[config.mk]
export PLATFORM = sky130hd
export DESIGN_NAME = writeback_arbiter
export DESIGN_NICKNAME = d
export VERILOG_FILES = /design/src/rtl/writeback_arbiter.sv
export SDC_FILE = /design/constraint.sdc
export NUM_CORES = 1
export LEC_CHECK = 0
export CORE_ASPECT_RATIO = 1.75
export CORE_MARGIN = 8
export CORE_UTILIZATION = 53
export CTS_CLUSTER_SIZE = 14
export DETAILED_ROUTE_END_ITERATION = 16
export PLACE_DENSITY = 0.79
export SLEW_MARGIN = 30
export SYNTH_ARGS = -nofsm -noshare
export SYNTH_HDL_FRONTEND = slang
export SYNTH_SLANG_ARGS = --single-unit
export TNS_END_PERCENT = 20
[constraint.sdc]
create_clock -name i_Clock -period 2.87 [get_ports i_Clock]
set_input_delay 0.287 -clock i_Clock [delete_from_list [all_inputs] [get_ports i_Clock]]
set_output_delay 0.287 -clock i_Clock [all_outputs]
set_load 0.03 [all_outputs]
[src/rtl/writeback_arbiter.sv]
// writeback_arbiter: round-robin merge of ALU and LSU write FIFOs onto one registered register_file write port.
// Optional WRITEBACK_ARBITER_PENDING_QUERY_EN adds a pending-write query on any queued or in-flight destination.
module writeback_arbiter #(
   parameter int XLEN           = 32,
   parameter int REG_ADDR_WIDTH = 5,
   parameter int FIFO_DEPTH     = 2
) (
   input  logic                      i_Clock,
   input  logic                      i_Reset_n,
   input  logic                      i_Alu_Valid,
   output logic                      o_Alu_Ready,
   input  logic [REG_ADDR_WIDTH-1:0] i_Alu_Rd,
   input  logic [XLEN-1:0]           i_Alu_Data,
   input  logic                      i_Lsu_Valid,
   output logic                      o_Lsu_Ready,
   input  logic [REG_ADDR_WIDTH-1:0] i_Lsu_Rd,
   input  logic [XLEN-1:0]           i_Lsu_Data,
`ifdef WRITEBACK_ARBITER_PENDING_QUERY_EN
   input  logic [REG_ADDR_WIDTH-1:0] i_Query_Rd,
   output logic                      o_Query_Pending,
`endif
   output logic                      o_Wr_En,
   output logic [REG_ADDR_WIDTH-1:0] o_Wr_Addr,
   output logic [XLEN-1:0]           o_Wr_Data,
   output logic                      o_Wr_From_Lsu
);
   localparam int PW = $clog2(FIFO_DEPTH);
   localparam int CW = PW + 1;
   logic [1:0]                valid, ready, push, pop, nempty;
   logic [REG_ADDR_WIDTH-1:0] rd_in [2];
   logic [XLEN-1:0]           data_in [2];
   logic [REG_ADDR_WIDTH-1:0] mem_rd [2][FIFO_DEPTH];
   logic [XLEN-1:0]           mem_data [2][FIFO_DEPTH];
   logic [PW-1:0]             rptr [2];
   logic [PW-1:0]             wptr [2];
   logic [CW-1:0]             cnt [2];
   logic                      rr, grant_lsu, grant_valid;
   assign valid      = {i_Lsu_Valid, i_Alu_Valid};
   assign rd_in[0]   = i_Alu_Rd;
   assign rd_in[1]   = i_Lsu_Rd;
   assign data_in[0] = i_Alu_Data;
   assign data_in[1] = i_Lsu_Data;
   // ready depends on occupancy only, so a full FIFO never accepts even while being popped
   always_comb begin
      ready  = '0;
      nempty = '0;
      push   = '0;
      for (int s = 0; s < 2; s++) begin
         ready[s]  = cnt[s] != CW'(FIFO_DEPTH);
         nempty[s] = cnt[s] != '0;
         push[s]   = valid[s] & ready[s] & (rd_in[s] != '0);
      end
   end
   assign grant_lsu   = nempty[1] & (~nempty[0] | rr);
   assign grant_valid = |nempty;
   assign pop         = {nempty[1] & grant_lsu, nempty[0] & ~grant_lsu};
   assign o_Alu_Ready = ready[0];
   assign o_Lsu_Ready = ready[1];
   always_ff @(posedge i_Clock)
      for (int s = 0; s < 2; s++)
         if (push[s]) begin
            mem_rd[s][wptr[s]]   <= rd_in[s];
            mem_data[s][wptr[s]] <= data_in[s];
         end
   always_ff @(posedge i_Clock or negedge i_Reset_n)
      if (!i_Reset_n) begin
         for (int s = 0; s < 2; s++) begin
            rptr[s] <= '0;
            wptr[s] <= '0;
            cnt[s]  <= '0;
         end
         rr            <= 1'b0;
         o_Wr_En       <= 1'b0;
         o_Wr_Addr     <= '0;
         o_Wr_Data     <= '0;
         o_Wr_From_Lsu <= 1'b0;
      end else begin
         for (int s = 0; s < 2; s++) begin
            if (push[s]) wptr[s] <= wptr[s] + PW'(1);
            if (pop[s]) rptr[s] <= rptr[s] + PW'(1);
            cnt[s] <= cnt[s] + CW'(push[s]) - CW'(pop[s]);
         end
         o_Wr_En <= grant_valid;
         if (grant_valid) begin
            rr            <= ~grant_lsu;
            o_Wr_Addr     <= grant_lsu ? mem_rd[1][rptr[1]] : mem_rd[0][rptr[0]];
            o_Wr_Data     <= grant_lsu ? mem_data[1][rptr[1]] : mem_data[0][rptr[0]];
            o_Wr_From_Lsu <= grant_lsu;
         end
      end
`ifdef WRITEBACK_ARBITER_PENDING_QUERY_EN
   logic [PW-1:0] off;
   // an entry is live when its distance from the read pointer is below the count
   always_comb begin
      off             = '0;
      o_Query_Pending = o_Wr_En && (o_Wr_Addr == i_Query_Rd);
      for (int s = 0; s < 2; s++)
         for (int i = 0; i < FIFO_DEPTH; i++) begin
            off = PW'(i) - rptr[s];
            if (({1'b0, off} < cnt[s]) && (mem_rd[s][i] == i_Query_Rd)) o_Query_Pending = 1'b1;
         end
      if (i_Query_Rd == '0) o_Query_Pending = 1'b0;
   end
`endif
endmodule

==> flow_summary_export.csv <==
group,metric,value,unit
power,vdd_drop_max,765,uV
floorplanning,pin_count,119,
finish,finalNetCount,618,
route,drc,0,
sta,fin_crit_sh,0.757,
setup_path,path_buf_inv,1,
sta,relSlewSlack,0.393,
setup_path,critical_path_depth,2,
power,power.density,1120,nW/um^2
floorplanning,initial_core_util,0.538,
run_status,outcome,"completed",
sta,max_freq,0.460,GHz
route,num_vias,4047,
synthesis,ys_seq_elements,196,
global_routing,grt_pass1_vias,4566,
global_routing,grt.overflow.total,0,
finish,drive_above_1_share,0.166,
synthesis,synth_top_area_share,0.601,
finish,area_growth,27.4,%
clock_network,post_cts_resize_count,0,
route,via_per_inst,5.57,
route,drt_iter0_markers,242,
setup_path,slowest_delay,750,ps
floorplanning,fp.dieH,172,um
finish,instances_no_fill,727,
sta,rsz0062_at_grt,"no",
floorplanning,core,13800,um^2
setup_path,slowest_stage,"clkdlybuf4s50_1",
setup_path,rr_endpoint,"o_Wr_Addr[1]$_DFFE_PN0P_",
clock_network,cts-htree-levels,4,
clock_network,path_clk_slew,70,ps
synthesis,ys_seq_area_frac,0.763,
setup_path,r2r-start,"rptr[1]$_DFFE_PN0P_",
clock_network,cts_tree,"done",
synthesis,yosysTopAreaCell,"edfxtp_1",
floorplanning,rows,57,
setup_path,cp_max_fo,5,
placed_design,place_hpwl,10400,um
setup_path,cp_top_family,"buffers and inverters",
sta,setup_violations,0,
placed_design,place_inst,693,
finish,fill_cells,913,
synthesis,syn_inst,411,
route,highest-signal-layer,"met4",
global_routing,antenna_found_initial,1,
route,wl_met2,8830,um
setup_path,crit_chain,"nand2b_1, clkdlybuf4s50_1",
sta,drv_slew,0,
global_routing,grt_pass1_wl,24100,um
synthesis,syn-cell-area,7400,um^2
synthesis,yosys-top-cells-area,"edfxtp_1 60%, dfrtp_1 16%, mux2_2 5.3%, mux2i_1 5.0%, a32oi_1 4.4%",
setup_path,r2r_cells,3,
route,drtAntennaViolNets,0,
route,wl_met3,915,um
power,power_leakage,0.00338,uW
route,drt-met1-wl,5300,um
setup_path,arrival,1890,ps
global_routing,grt_max_degree,43,
floorplanning,die-area,18100,um^2
sta,hold_viol,0,
route,wirelength,15400,um
worst_hold_path,worstHoldPathType,"input pin to asynchronous set/reset pin",
sta,layout_min_cycle_time,2170,ps
setup_path,critPathRequiredTime,2580,ps
clock_network,cts_sinks,196,
setup_path,r2r_slack,1010,ps
clock_network,ctsRootBufferMaster,"clkbuf_16",
clock_network,clock_path_buffers,2,
synthesis,mappedNetlistNets,493,
sta,worstMarginPinSlew,911,ps
sta,clock_skew,9.58,ps
clock_network,worst_skew_pair.late_latency,420,ps
run,drv_cap,0,
placed_design,io_buffers,118,
setup_path,cp-end-kind,"output pin",
floorplanning,die_w,105,um
synthesis,avgSynthCellArea,18.0,um^2
route,first_pass_iters,6,
finish,post-route-util,0.685,
placed_design,place_congestion,0.750,
setup_path,crit_path_start_kind,"flip-flop",
synthesis,synth.distinct_cells,24,
finish,layout_commonest_cell,"edfxtp_1",
route,wl_per_cell,21.2,um
synthesis,ys_warn_count,0,
clock_network,cts_buffers,17,
setup_path,critPathKind,"flip-flop to output pin",
finish,mostFrequentLayoutCells,"148 x edfxtp_1, 117 x clkdlybuf4s50_1, 46 x dfrtp_1, 37 x mux2i_1, 37 x a32oi_1",
global_routing,track_usage,0.177,
## logic make-up (layout without fill, tap and decap cells)
kind of cell | count (synthesis) | in the layout | synth area share
mux | 74 | 74 | 0.106
xor+xnor | 8 | 8 | 0.00947
buf+inv | 36 | 174 | 0.0254
flops | 196 | 196 | 0.763
fa+ha+maj | 4 | 4 | 0.00676
simple gates | 13 | 13 | 0.0112
compound gates | 80 | 80 | 0.0780
other cells | 0 | 1 | 0
## cell usage after synthesis
master    instances
buf_6             3
mux2_2           35
nor2_1            4
mux2_1            2
inv_1            12
dfrtp_1          48
or4_4             2
nand2_1           2
o21bai_1          1
o21ai_0          32
a32oi_1          37
clkbuf_1          5
edfxtp_1        148
o211ai_4          2
o21ai_1           7
buf_4             4
ha_1              4
xnor2_1           8
buf_2            12
mux2i_1          37
nor4_2            1
nand2b_1          2
o21a_1            1
or2_1             2
## routing by layer
layer	up-vias	global-route usage
li1	1877	-
met1	2029	0.173
met2	114	0.331
met3	27	0.0556
met4	0	0.0780
met5	-	0
## how the worst max path moves through the flow
| stage | end | slack [ps] | startpoint |
|---|---|---|---|
| after global routing | o_Lsu_Ready | 610 | cnt[0]$_DFF_PN0_ |
| after CTS | o_Lsu_Ready | 680 | cnt[0]$_DFF_PN0_ |
| after floorplan | mem_data[0][100]$_DFFE_PP_ | -50 | cnt[0]$_DFF_PN0_ |
| after global placement | cnt[1]$_DFF_PN0_ | 630 | i_Lsu_Rd[0] |
| final | o_Lsu_Ready | 700 | cnt[0]$_DFF_PN0_ |
| after detailed placement | mem_data[0][39]$_DFFE_PP_ | 570 | i_Alu_Rd[0] |
## power breakdown
group | switching (uW) | leakage [uW] | internal, uW
clock network | 1060 | 0.000302 | 1330
registers | 623 | 0.00194 | 3990
logic | 2020 | 0.00114 | 1570
## sequential cells by signal, summed over array words and instances (netlist names)
name           flops
wptr               2
mem_rd            20
rptr               2
o_Wr_En            1
mem_data         128
o_Wr_Data         32
cnt                4
rr                 1
o_Wr_From_Lsu      1
o_Wr_Addr          5
## worst reg2reg max path: cells and delay by family (launching register included)
kind	cells	cell delay, ps
AO/OA/AOI/OAI	2	340
multiplexers	1	430
flip-flops	1	970
## final cells by class
class,instances,area [um^2],share of cell area
clock inverter,15,183,0.0194
antenna,1,2.50,0.000265
tap,177,221,0.0235
sequential,196,5650,0.599
multi-input combinational,179,1620,0.171
timing repair buffer,130,1280,0.136
clock buffer,17,425,0.0451
inverter,12,45.0,0.00478
## through the flow
| stage | total power (uW) | hold slack (ps) | TNS, ps | worst slack (ps) | instance area, um^2 |
|---|---|---|---|---|---|
| global placement | 8120 | 480 | 0 | 625 | 8800 |
| global route | 11100 | 432 | 0 | 613 | 9430 |
| floorplan | 6860 | -8.59 | -7010 | -48.2 | 7400 |
| finish | 10600 | 406 | 0 | 696 | 9430 |
| CTS | 10700 | 429 | 0 | 684 | 9430 |
| detailed placement | 8280 | 321 | 0 | 575 | 8810 |
## timing repair
action,4_1_cts,5_1_grt
buffers inserted,0,0
endpoints found under the hold margin,41,0
hold buffers,1,0
Note: power is estimated with default switching activity, not from simulation.
